[src/rtl/apb_sram_pkg.sv]
// rtl/apb_sram_pkg.sv - shared types, encodings and helpers for apb_sram_ctrl
// Purpose : controller state encoding, PWRITE encoding, and the byte-offset
//           helper that turns a data width into the word-address shift.
// Ports   : none (package).
package apb_sram_pkg;

  typedef enum logic [1:0] {
    ST_CLEAR  = 2'd0,
    ST_IDLE   = 2'd1,
    ST_WAIT   = 2'd2,
    ST_ACCESS = 2'd3
  } state_e;

  localparam logic APB_WRITE = 1'b1;
  localparam logic APB_READ  = 1'b0;

  // Number of low address bits that select a byte inside one data word.
  function automatic int calc_off(input int data_width);
    return $clog2(data_width / 8);
  endfunction

endpackage

[src/rtl/apb_sram_ctrl_if.sv]
// rtl/apb_sram_ctrl_if.sv - APB bus bundle between a master and apb_sram_ctrl
// Purpose : groups the APB request/response signals; master and slave modports.
// Ports   : PSEL, PENABLE, PWRITE, PADDR[ADDR_WIDTH], PWDATA[DATA_WIDTH],
//           PSTRB[DATA_WIDTH/8] (only with APB_SRAM_CTRL_PSTRB_EN),
//           PRDATA[DATA_WIDTH], PREADY, PSLVERR.
interface apb_sram_ctrl_if #(
  parameter int ADDR_WIDTH = 32,
  parameter int DATA_WIDTH = 32
);

  logic                    PSEL;
  logic                    PENABLE;
  logic                    PWRITE;
  logic [ADDR_WIDTH-1:0]   PADDR;
  logic [DATA_WIDTH-1:0]   PWDATA;
`ifdef APB_SRAM_CTRL_PSTRB_EN
  logic [DATA_WIDTH/8-1:0] PSTRB;
`endif
  logic [DATA_WIDTH-1:0]   PRDATA;
  logic                    PREADY;
  logic                    PSLVERR;

`ifdef APB_SRAM_CTRL_PSTRB_EN
  modport master (output PSEL, PENABLE, PWRITE, PADDR, PWDATA, PSTRB,
                  input  PRDATA, PREADY, PSLVERR);
  modport slave  (input  PSEL, PENABLE, PWRITE, PADDR, PWDATA, PSTRB,
                  output PRDATA, PREADY, PSLVERR);
`else
  modport master (output PSEL, PENABLE, PWRITE, PADDR, PWDATA,
                  input  PRDATA, PREADY, PSLVERR);
  modport slave  (input  PSEL, PENABLE, PWRITE, PADDR, PWDATA,
                  output PRDATA, PREADY, PSLVERR);
`endif

endinterface

[src/rtl/apb_sram_mem.sv]
// rtl/apb_sram_mem.sv - DEPTH x DATA_WIDTH word SRAM with byte write enables
// Purpose : one shared write port (clear pointer wins over the APB path) and a
//           synchronous read port whose output register can be forced to zero.
// Ports   : clk, rst (async, active-high, read register only),
//           clr_we/clr_addr/clr_data  - post-reset clear writer,
//           apb_we/apb_addr/apb_data/apb_be - bus writer,
//           re/rzero/raddr/rdata      - registered read port.
module apb_sram_mem #(
  parameter int DATA_WIDTH = 32,
  parameter int DEPTH      = 64,
  parameter int AW         = $clog2(DEPTH)
) (
  input  logic                    clk,
  input  logic                    rst,
  input  logic                    clr_we,
  input  logic [AW-1:0]           clr_addr,
  input  logic [DATA_WIDTH-1:0]   clr_data,
  input  logic                    apb_we,
  input  logic [AW-1:0]           apb_addr,
  input  logic [DATA_WIDTH-1:0]   apb_data,
  input  logic [DATA_WIDTH/8-1:0] apb_be,
  input  logic                    re,
  input  logic                    rzero,
  input  logic [AW-1:0]           raddr,
  output logic [DATA_WIDTH-1:0]   rdata
);

  localparam int NB = DATA_WIDTH / 8;

  logic [DATA_WIDTH-1:0] mem [DEPTH];

  logic                  we;
  logic [AW-1:0]         waddr;
  logic [DATA_WIDTH-1:0] wdata;
  logic [NB-1:0]         wbe;

  // The clear walk owns the port; bus writes cannot occur during it anyway,
  // but the priority keeps the clear result well defined.
  always_comb begin
    we    = apb_we;
    waddr = apb_addr;
    wdata = apb_data;
    wbe   = apb_be;
    if (clr_we) begin
      we    = 1'b1;
      waddr = clr_addr;
      wdata = clr_data;
      wbe   = '1;
    end
  end

  always_ff @(posedge clk) begin
    if (we) begin
      for (int b = 0; b < NB; b++) begin
        if (wbe[b]) mem[waddr][b*8 +: 8] <= wdata[b*8 +: 8];
      end
    end
  end

  // Read register doubles as PRDATA: it only moves on a completing read.
  always_ff @(posedge clk or posedge rst) begin
    if (rst)     rdata <= '0;
    else if (re) rdata <= rzero ? '0 : mem[raddr];
  end

endmodule

[src/rtl/apb_sram_ctrl.sv]
// rtl/apb_sram_ctrl.sv - APB slave in front of a word-organised on-chip SRAM
// Purpose : byte-addressed APB target with fixed wait states, post-reset
//           hardware clear to RESET_VAL, and PSLVERR on misaligned or
//           out-of-range accesses. Optional byte strobes: APB_SRAM_CTRL_PSTRB_EN.
// Ports   : PCLK  - APB clock
//           PRESET - asynchronous, active-high reset
//           bus   - apb_sram_ctrl_if.slave (PSEL, PENABLE, PWRITE, PADDR,
//                   PWDATA, [PSTRB], PRDATA, PREADY, PSLVERR)
module apb_sram_ctrl
  import apb_sram_pkg::*;
#(
  parameter int                    ADDR_WIDTH = 32,
  parameter int                    DATA_WIDTH = 32,
  parameter int                    DEPTH      = 64,
  parameter int                    WAIT_CYC   = 0,
  parameter logic [DATA_WIDTH-1:0] RESET_VAL  = '0
) (
  input  logic            PCLK,
  input  logic            PRESET,
  apb_sram_ctrl_if.slave  bus
);

  localparam int NB  = DATA_WIDTH / 8;
  localparam int OFF = calc_off(DATA_WIDTH);
  localparam int AW  = $clog2(DEPTH);

  localparam logic [1:0] S_CLEAR  = ST_CLEAR;
  localparam logic [1:0] S_IDLE   = ST_IDLE;
  localparam logic [1:0] S_WAIT   = ST_WAIT;
  localparam logic [1:0] S_ACCESS = ST_ACCESS;

  localparam logic [3:0] WAIT_INIT = 4'(WAIT_CYC);

  logic [1:0]            state;
  logic [3:0]            cnt;
  logic [AW-1:0]         clr_ptr;
  logic                  pready_q;
  logic                  pslverr_q;

  logic [ADDR_WIDTH-1:0] word_idx;
  logic [ADDR_WIDTH-1:0] align_mask;
  logic                  addr_err;
  logic                  set_ready;
  logic                  apb_we;
  logic                  rd_en;
  logic [NB-1:0]         wr_be;
  logic [DATA_WIDTH-1:0] rdata;

  // Full-width word index so that addresses aliasing past DEPTH are caught.
  assign word_idx   = bus.PADDR >> OFF;
  assign align_mask = ADDR_WIDTH'((64'd1 << OFF) - 64'd1);
  assign addr_err   = (|(bus.PADDR & align_mask)) || (word_idx >= ADDR_WIDTH'(DEPTH));

  // The edge that raises PREADY: straight from IDLE with no wait states, or
  // the last WAIT edge while the master still holds PSEL.
  assign set_ready = ((state == S_IDLE) && bus.PSEL && (WAIT_CYC == 0)) ||
                     ((state == S_WAIT) && bus.PSEL && (cnt == 4'd1));

  assign rd_en  = set_ready && (bus.PWRITE == APB_READ);

  // Writes commit on the closing edge of ACCESS; the error flag was latched
  // together with PREADY so it reflects the address of this transfer.
  assign apb_we = (state == S_ACCESS) && bus.PSEL && bus.PENABLE &&
                  (bus.PWRITE == APB_WRITE) && !pslverr_q;

`ifdef APB_SRAM_CTRL_PSTRB_EN
  assign wr_be = bus.PSTRB;
`else
  assign wr_be = '1;
`endif

  always_ff @(posedge PCLK or posedge PRESET) begin
    if (PRESET) begin
      state     <= S_CLEAR;
      cnt       <= 4'd0;
      clr_ptr   <= '0;
      pready_q  <= 1'b0;
      pslverr_q <= 1'b0;
    end else begin
      case (state)
        S_CLEAR: begin
          if (clr_ptr == AW'(DEPTH - 1)) state <= S_IDLE;
          else                           clr_ptr <= clr_ptr + 1'b1;
        end
        S_IDLE: begin
          if (bus.PSEL) begin
            cnt   <= WAIT_INIT;
            state <= (WAIT_CYC == 0) ? S_ACCESS : S_WAIT;
          end
        end
        S_WAIT: begin
          // Losing PSEL wins over completion: the transfer is abandoned.
          if (!bus.PSEL) begin
            state <= S_IDLE;
          end else begin
            cnt <= cnt - 4'd1;
            if (cnt == 4'd1) state <= S_ACCESS;
          end
        end
        S_ACCESS: state <= S_IDLE;
        default:  state <= S_CLEAR;
      endcase
      pready_q  <= set_ready;
      pslverr_q <= set_ready && addr_err;
    end
  end

  apb_sram_mem #(
    .DATA_WIDTH (DATA_WIDTH),
    .DEPTH      (DEPTH),
    .AW         (AW)
  ) u_mem (
    .clk      (PCLK),
    .rst      (PRESET),
    .clr_we   (state == S_CLEAR),
    .clr_addr (clr_ptr),
    .clr_data (RESET_VAL),
    .apb_we   (apb_we),
    .apb_addr (word_idx[AW-1:0]),
    .apb_data (bus.PWDATA),
    .apb_be   (wr_be),
    .re       (rd_en),
    .rzero    (addr_err),
    .raddr    (word_idx[AW-1:0]),
    .rdata    (rdata)
  );

  assign bus.PRDATA  = rdata;
  assign bus.PREADY  = pready_q;
  assign bus.PSLVERR = pslverr_q;

endmodule

[src/flat_wrapper.sv]
// flat-port wrapper written by rule: the top's interface ports become plain ports
module apb_sram_ctrl_flat import apb_sram_pkg::*;
#(
  parameter int                    ADDR_WIDTH = 32,
  parameter int                    DATA_WIDTH = 32,
  parameter int                    DEPTH      = 64,
  parameter int                    WAIT_CYC   = 0,
  parameter logic [DATA_WIDTH-1:0] RESET_VAL  = '0
)
  (PCLK, PRESET, bus_PSEL, bus_PENABLE, bus_PWRITE, bus_PADDR, bus_PWDATA, bus_PRDATA, bus_PREADY, bus_PSLVERR);
  apb_sram_ctrl_if #(.ADDR_WIDTH(ADDR_WIDTH), .DATA_WIDTH(DATA_WIDTH)) bus_i ();
  input  logic PCLK;
  input  logic PRESET;
  input wire logic [$bits(bus_i.PSEL)-1:0] bus_PSEL;
  input wire logic [$bits(bus_i.PENABLE)-1:0] bus_PENABLE;
  input wire logic [$bits(bus_i.PWRITE)-1:0] bus_PWRITE;
  input wire logic [$bits(bus_i.PADDR)-1:0] bus_PADDR;
  input wire logic [$bits(bus_i.PWDATA)-1:0] bus_PWDATA;
  output wire logic [$bits(bus_i.PRDATA)-1:0] bus_PRDATA;
  output wire logic [$bits(bus_i.PREADY)-1:0] bus_PREADY;
  output wire logic [$bits(bus_i.PSLVERR)-1:0] bus_PSLVERR;
  assign bus_i.PSEL = bus_PSEL;
  assign bus_i.PENABLE = bus_PENABLE;
  assign bus_i.PWRITE = bus_PWRITE;
  assign bus_i.PADDR = bus_PADDR;
  assign bus_i.PWDATA = bus_PWDATA;
  assign bus_PRDATA = bus_i.PRDATA;
  assign bus_PREADY = bus_i.PREADY;
  assign bus_PSLVERR = bus_i.PSLVERR;
  apb_sram_ctrl #(.ADDR_WIDTH(ADDR_WIDTH), .DATA_WIDTH(DATA_WIDTH), .DEPTH(DEPTH), .WAIT_CYC(WAIT_CYC), .RESET_VAL(RESET_VAL)) u_core (.PCLK(PCLK), .PRESET(PRESET), .bus(bus_i));
endmodule
[config.mk]
export PLATFORM = sky130hd
export DESIGN_NAME = apb_sram_ctrl_flat
export DESIGN_NICKNAME = d
export VERILOG_FILES = /design/src/rtl/apb_sram_pkg.sv /design/src/rtl/apb_sram_ctrl_if.sv /design/src/rtl/apb_sram_mem.sv /design/src/rtl/apb_sram_ctrl.sv /design/src/flat_wrapper.sv
export SDC_FILE = /design/constraint.sdc
export NUM_CORES = 2
export LEC_CHECK = 0
export CAP_MARGIN = 20
export CORE_MARGIN = 2
export CORE_UTILIZATION = 37
export DETAILED_ROUTE_END_ITERATION = 10
export GPL_TIMING_DRIVEN = 0
export PLACE_DENSITY_LB_ADDON = 0.3
export SYNTH_ARGS = -nofsm -noshare
export SYNTH_HDL_FRONTEND = slang
export SYNTH_SLANG_ARGS = --single-unit
[constraint.sdc]
create_clock -name PCLK -period 3.4 [get_ports PCLK]
set_clock_uncertainty 0.1 [all_clocks]
set_input_delay 0.51 -clock PCLK [delete_from_list [all_inputs] [get_ports PCLK]]
set_output_delay 0.51 -clock PCLK [all_outputs]
set_load 0.01 [all_outputs]
Yosys cells after proc, flatten, opt, wreduce, memory -nomap -nowiden
Memory sizes are Yosys's and may differ from the RTL's.
Cells that the tools add are included.

cells by class
  add/subtract/negate cells = 2
  magnitude comparators = 1
  eq/ne operators = 9
  mux-type cells = 14
  bitwise gates (word level) = 2
  reductions and logical operators = 18

operators by type and width
  kind                   count
  $mux W32               2
  $ge A30 B7 Y1 const B  1
  $logic_and A1 B1 Y1    9
  $mux W2                4
  $mux W4                2
  $pmux W2 S4            1
  $pmux W4 S2            1
  $add A6 B1 Y6 const B  1
  $eq A6 B6 Y1 const B   1
  $mux W6                1
  $reduce_and A3 Y1      2
  $eq A2 B2 Y1 const B   2
  $eq A4 B1 Y1 const B   1
  $ne A2 B2 Y1 const B   2
  $sub A4 B1 Y4 const B  1
  $mux W1                3
  $ne A3 B3 Y1 const B   1
  $eq A2 B1 Y1 const B   1
  $logic_not A2 Y1       1
  $logic_or A1 B1 Y1     2
  $ne A2 B1 Y1 const B   1
  $not A1 Y1             2
  $reduce_and A2 Y1      1
  $reduce_bool A2 Y1     1
  other kinds (2)        2

storage, ports and cells
  register bits after elaboration = 46
  bits in writable memories = 2,048
  input port bits = 69
  word-level logic and storage cells = 53
  memories = 1

memories
  memory            words  width  rd ports  clocked after Yosys merged registers in  wr ports  line                RTL
  u_core.u_mem.mem  64     32     1         0                                        1         apb_sram_mem.sv:30  logic [DATA_WIDTH-1:0] mem [DEPTH];

Longest topological paths before layout
  depth in word-level cells = 8
  mapped depth = 10
  depth with buffers taken out = 7

Cells and area by module
A second synthesis with hierarchy kept.

second synthesis, totals
  cells, all modules = 3,909
  area, all modules = 81,972.4 sq um

modules (own cells, without submodules)
  module         times used  cells each  area each (sq um)  sequential area each (sq um)
  apb_sram_mem   1           3,828       81,151.6           62,299.8
  apb_sram_ctrl  1           81          820.8              350.3

Worst setup path after synthesis
OpenSTA, ideal clock, no wires.

  kind = input-to-reg
  from = input bus_PADDR[3]
  to = memory u_core.u_mem.mem[10][0], enable pin
  library setup time = 0.421 ns
  data arrival time = 3.261 ns
  data required time = 2.879 ns
  slack = -0.382 ns
  stages = 8
  buffers on the path = 4
  cell sequence = buf_4 -> buf_6 -> buf_6 -> clkinv_1 -> buf_2 -> o32ai_1 -> nand2_1 -> nor2_1

on the way
  longest elaborated chain between the ends = 1

RTL lines
  item         line                RTL
  from (decl)  flat_wrapper.sv:17  input wire logic [$bits(bus_i.PADDR)-1:0] bus_PADDR;
  $mux W6      apb_sram_mem.sv:44  if (clr_we) begin
  to (decl)    apb_sram_mem.sv:30

No other way between the ends.

Final worst setup path
  from = input bus_PADDR[3]
  to = memory u_core.u_mem.mem[20][21], enable pin

The elaborated chain is that of the path after synthesis.

==> impl_metrics.py <==
metrics = {
    "routing": {
        "wl_per_cell_um": 34.9,
        "drt_pre_antenna_iters": 7,
        "vias": 44100,
        "antenna_left": 0,
        "via_per_inst": 5.94,
        "drt_iter0_markers": 7623,
        "drcViolationCount": 0,
        "wl_um": 259000,
    },
    "timing": {
        "slew_viol_final": 0,
        "hold_viol_final": 0,
        "finalWorstSetupSlack_ns": -0.151,
        "max_freq_mhz": 282,
        "setup_viol": 543,
        "post-route-period-util": 1.04,
        "finalCriticalPeriod_ns": 3.55,
        "hold_ws_ns": 0.0788,
        "slew_headroom": 0.147,
        "max_slew.worst_pin.slew_ns": 1.27,
        "rsz0062_at_grt": "true",
    },
    "yosys": {
        "synth_enable_flop_cells": 2048,
        "ys.flop_type": "edfxtp_1",
        "synth_nets": 3959,
        "synth_cell_types": 47,
        "ys_seq_area_frac": 0.776,
        "ys_seq_elements": 2094,
        "synthesis.area_um2": 80800,
        "async_flop_share": 0.0220,
        "postSynthCellCount": 3883,
        "avgSynthCellArea_um2": 20.8,
        "synth_warnings": 0,
    },
    "worst_setup_path": {
        "crit_fanout": 19,
        "r2r_start": "u_core.state[0]$_DFFE_PP0P_",
        "crit_family": "buffers and inverters",
        "critPathArrivalTime_ns": 4.01,
        "startpoint": "bus_PADDR[3]",
        "crit_buf_inv": 6,
        "path_depth": 10,
        "reg2reg_to": "u_core.u_mem.mem[39][11]$_DFFE_PP_",
        "crit_path_top_delay_cell": "buf_2",
        "cpMostUsedCell": "buf_2",
        "crit_end": "u_core.u_mem.mem[20][21]$_DFFE_PP_",
        "path_class": "in2reg",
        "endpoint_kind": "register",
        "cpPeakStageDelay_ns": 0.69,
        "crit_required_ns": 3.86,
        "crit_chain": "buf_4 > buf_2 > buf_2 > buf_2 > nor2_1 > a32o_1 > nand2_2 > nor2_4 > buf_4 > buf_12",
        "r2r_setup_slack_ns": -0.03,
        "crit_path_start_kind": "input port",
        "reg2regPathDepth": 8,
    },
    "pwr": {
        "worst_ir_drop_vdd_mv": 0.559,
        "power_density_nw_per_um2": 557,
        "power.leakage_nw": 30.9,
    },
    "job": {
        "cap_viol_max_count": 0,
    },
    "clock_network": {
        "cts_buffers": 206,
        "cts_root_buf": "clkbuf_16",
        "path_clk_slew_ns": 0.06,
        "clock_sinks": 2094,
        "cts_tree": "yes",
        "h-tree-depth": 4,
        "clockBufferDepth": 3,
        "worstSkewPairLatency_ns": 0.86,
        "cts_hold_buf": 0,
    },
    "outcome": {
        "status": "finished with violations",
        "failed_checks": "negative setup slack",
    },
    "floorplanning": {
        "initial_utilization": 0.372,
        "chipWidth_um": 471,
        "ios": 103,
        "die-area_um2": 222000,
        "core-area_um2": 217000,
        "die-height_um": 471,
        "rows": 171,
    },
    "global_routing": {
        "grt_pass1_vias": 42700,
        "grt_pass1_wl_um": 348000,
        "track_usage": 0.226,
        "grt_antenna_before_repair": 13,
        "grt-ovfl-total": 0,
        "grt_max_degree": 51,
    },
    "final_layout": {
        "syn_to_final_growth_pct": 19.2,
        "fin_area_um2": 96300,
        "register_area_um2": 62700,
        "drive_above_1_share": 0.255,
        "fillers": 18300,
        "multi_input_area_um2": 17800,
        "final_common_cell": "edfxtp_1",
        "layout_common_cells": "edfxtp_1, mux4_2, mux2i_1",
        "fin_nets": 4466,
    },
    "place": {
        "portBuffers": 99,
        "place_hpwl_um": 168000,
        "place_area_um2": 88300,
        "gpl.final_weighted_congestion": 0.900,
    },
    "worst_hold_path": {
        "holdCritPathClass": "in2async",
    },
}
final cells by class:
class                           instances  area share
Sequential cell                      2094       0.651
Buffer                                211      0.0127
Antenna cell                            6    0.000156
Clock buffer                          264      0.0569
Tap cell                             2854      0.0371
Timing Repair Buffer                  289      0.0466
Clock inverter                        117      0.0101
Inverter                               14    0.000585
Multi-Input combinational cell       1574       0.185
per-layer routing:
layer | global-route usage | vias up | part of all wire
li1 | - | 17200 | -
met4 | 0.0997 | 8 | 0.049
met5 | 0 | - | 0.00024
met1 | 0.311 | 23500 | 0.38
met2 | 0.348 | 2848 | 0.46
met3 | 0.0489 | 572 | 0.11
kinds of logic after synthesis:
group	Yosys count	synth area share
xor+xnor	4	0.000434
compound gates	379	0.0341
buf+inv	226	0.0152
flops	2094	0.776
simple gates	443	0.0253
mux	730	0.148
fa+ha+maj	7	0.00108
registers in the layout (all words and copies together) (netlist names):
signal              flops
u_core.u_mem.mem     2048
u_core.u_mem.rdata     32
u_core.clr_ptr          6
u_core.cnt              4
u_core.state            2
u_core.bus.PREADY       1
u_core.bus.PSLVERR      1
worst min path at each step:
stage	cells after the start	slack [ns]	endpoint
finish	2	0.08	u_core.cnt[1]$_DFFE_PP0P_
detailed placement	2	0.41	u_core.cnt[1]$_DFFE_PP0P_
global placement	2	0.41	u_core.cnt[1]$_DFFE_PP0P_
global route	2	0.11	u_core.cnt[1]$_DFFE_PP0P_
CTS	2	0.03	u_core.cnt[3]$_DFFE_PP0P_
floorplan	2	0.37	u_core.cnt[1]$_DFFE_PP0P_
Yosys cell counts, drive strengths merged, types with 7 or more instances:
cell	number	area (µm²)
a221oi	40	350
mux2i	336	3360
a32o	20	200
mux4	369	8310
edfxtp	2048	61500
nand4	25	156
dfrtp	46	1150
o22ai	78	488
a211oi	43	323
o21ai	43	215
buf	153	951
inv	13	48.8
nand2b	9	56.3
and2	7	43.8
nor2	134	510
nand2	129	484
nor4	9	56.3
nor3	17	85.1
mux2	25	282
a32oi	23	201
a22oi	85	638
a21oi	17	85.1
nand3	42	210
clkbuf	59	221
o2111ai	10	87.6
ha	7	87.6
or2	7	43.8
nor2b	63	394
power by group:
part | internal [mW] | switching (mW) | total [mW]
Sequential | 28.3 | 0.0126 | 28.4
Combinational | 1.00 | 2.06 | 3.07
Clock | 12.4 | 9.87 | 22.2
Total | 41.7 | 11.9 | 53.6
metrics by stage:
stage | TNS [ns] | util | setup slack [ns] | cells | power, mW
global placement | - | 0.393 | -4.68 | 6836 | 31.7
global route | -11.83 | 0.444 | -0.0759 | 7417 | 55.0
detailed placement | -5230.97 | 0.407 | -2.50 | 6946 | 31.9
finish | -24.21 | 0.444 | -0.151 | 7423 | 53.6
CTS | -200.95 | 0.441 | -0.482 | 7387 | 53.7
floorplan | -962.94 | - | -0.382 | 3883 | 30.4
repair_timing:
action | CTS | global route
buffers inserted | 58 | 21
cloned | 3 | 8
setup endpoints to repair | 3988 | 2119
gates resized for setup | 31 | 45
pin swaps | 54 | 14
worst register-to-register path, delay by kind of cell, from the launching register on:
kind	cells	cell delay, ns
adders and majority gates	1	0.38
DFF	1	0.39
and+or+nand+nor	2	0.73
buffers and inverters	4	1.02
AOI/OAI and AO/OA	1	0.45
Note: power is estimated with default switching activity, not from simulation.
==> patch, RTL diff (same settings) <==
`ADDR_WIDTH` is set to 32 in 3 places; all go to 64.
--- a/src/rtl/apb_sram_ctrl_if.sv
+++ b/src/rtl/apb_sram_ctrl_if.sv
@@ -6,3 +6,3 @@
 interface apb_sram_ctrl_if #(
-  parameter int ADDR_WIDTH = 32,
+  parameter int ADDR_WIDTH = 64,
   parameter int DATA_WIDTH = 32
--- a/src/rtl/apb_sram_ctrl.sv
+++ b/src/rtl/apb_sram_ctrl.sv
@@ -11,3 +11,3 @@
 #(
-  parameter int                    ADDR_WIDTH = 32,
+  parameter int                    ADDR_WIDTH = 64,
   parameter int                    DATA_WIDTH = 32,
--- a/src/flat_wrapper.sv
+++ b/src/flat_wrapper.sv
@@ -3,3 +3,3 @@
 #(
-  parameter int                    ADDR_WIDTH = 32,
+  parameter int                    ADDR_WIDTH = 64,
   parameter int                    DATA_WIDTH = 32,
Interface: changed (resized bus_PADDR); port bits go from 103 to 135. The function was not compared with the original's and may differ.
==> patch against the original RTL <==
The run still ends with negative setup slack left. Wire length down 5.8%. Cell area rose by 0.77%. Fmax up 2.9%. Synthesized area about the same. Non-clock buffer count increased by 89. Clock power is 3% higher. Total power increased by 1.3%. Worst setup slack better by 100 ps. Sequential power about the same. Sequential cell count unchanged. Largest cell class unchanged.
==> patch: results (changes against the original RTL) <==
* Outcome: finished with violations
- Failing checks: negative setup slack
- Routability cong.: 0.962 (+7.0%)
* Fraction of synthesized area in multiplexers: 0.147 (-0.00139)
* Total Wirelength: 244 mm (-5.8%)
* Compound-Gate Fraction of Synth Area: 0.0298 (-0.00425)
- The post-synth net total was 4018 (+1.5%).
- The number of logic inverters in the finished layout is 10 (-4).
- The internal power of the cells is 0.0424 W (+1.6%).
* Setup TNS: -143 ps (+24060 ps)
* Clock Buffer Count: 282 (+6.8%)
- Global-route usage over all layers: 0.217 (-0.00967)
- The worst voltage drop across the vdd grid came to 0.440 mV (-21%).
- Final-layout worst hold slack: 274 ps (+195 ps)
* Fraction of layout instances using a drive strength above 1: 0.265 (+0.00998)
- The placed cell area is 88700 um2 (+0.53%).
- The number of DRC markers in iteration 0 was 6589 (-14%).
- Clock network share of area: 0.0694 (+0.00248)
* PnR Total Power: 0.0543 W (+1.3%)
- The count of final setup violators was 8 (-99%).
- The largest individual stage delay along the critical path comes from the cell sky130_fd_sc_hd__clkdlybuf4s50_1.
- Min-delay worst type: in -> reg
- Insertion delay of the later-clocked pin in the worst-skew pair: 830 ps (-30 ps)
- Resized Gates After CTS: 43 (+39%)
- The per-instance average area after synthesis came to 20.6 um2 (-0.76%).
- Fraction of the yosys area taken by sequential cells: 0.776 (about the same)
- Post-synthesis share of cell area spent on full adders, half adders and majority gates: 0.00109 (about the same)
- The number of nets in the layout came to 4602 (+3.0%).
- WL per Instance: 32.4 um (-7.2%)
- The combinational cell power came to 0.00313 W (+2%).
- The width of the chip is 471 um (about the same).
- Global-route wire length before repair: 336 mm (-3.6%)
- Port Buffers: 130 (+31%)
- Setup fix buffers added after clock tree synthesis: 98 (+69%)
- The worst endpoint data arrival time came to 4040 ps (+30 ps).
* Antenna violations before repair: 21 (+8)
* Peak per-stage delay on the critical path: 650 ps (-40 ps)
- By count the netlist is led by sky130_fd_sc_hd__edfxtp_1, sky130_fd_sc_hd__mux4_2, sky130_fd_sc_hd__mux2i_1.
- First-pass iteration count of the detailed router: 8 (+1)
- Area of the multi-input gates: 17800 um2 (-0.43%)
* Measured slew at the worst slew-check pin: 1070 ps (-207 ps)
- The setup slack after layout came to -51.3 ps (+100 ps).
- Clock group total power: 0.0228 W (+3%)
patch: cell count changes in the layout (fill, tap and decap cells not counted), sizes merged, moves of 32 or more:
cell	change
o22ai	-48
nand3	+84
mux2i	-38
a211oi	-40
buf	+58
nor2	-54
clkdlybuf4s50	+32
a21oi	+100
patch: worst paths after layout:
kind,from,end,depth (start not counted)
max,bus_PADDR[5],u_core.u_mem.rdata[5],10
min,bus_PWDATA[27],u_core.u_mem.mem[6][27],2
max reg2reg,u_core.state[0],u_core.u_mem.mem[16][26],8
min reg2reg,u_core.cnt[1],u_core.cnt[1],2
max in group asynchronous,PRESET,u_core.u_mem.rdata[24],4
min in group asynchronous,PRESET,u_core.cnt[2],3
patch: metal layers:
metal  track usage  vias to the layer above  part of all wire  wire, um
li1              -                    17400                 -         -
met1         0.298                    23100              0.39     96000
met2         0.335                     2606              0.46    113000
met3        0.0484                      482              0.10     24600
met4        0.0872                        8             0.044     10800
met5             0                        -           0.00054       132
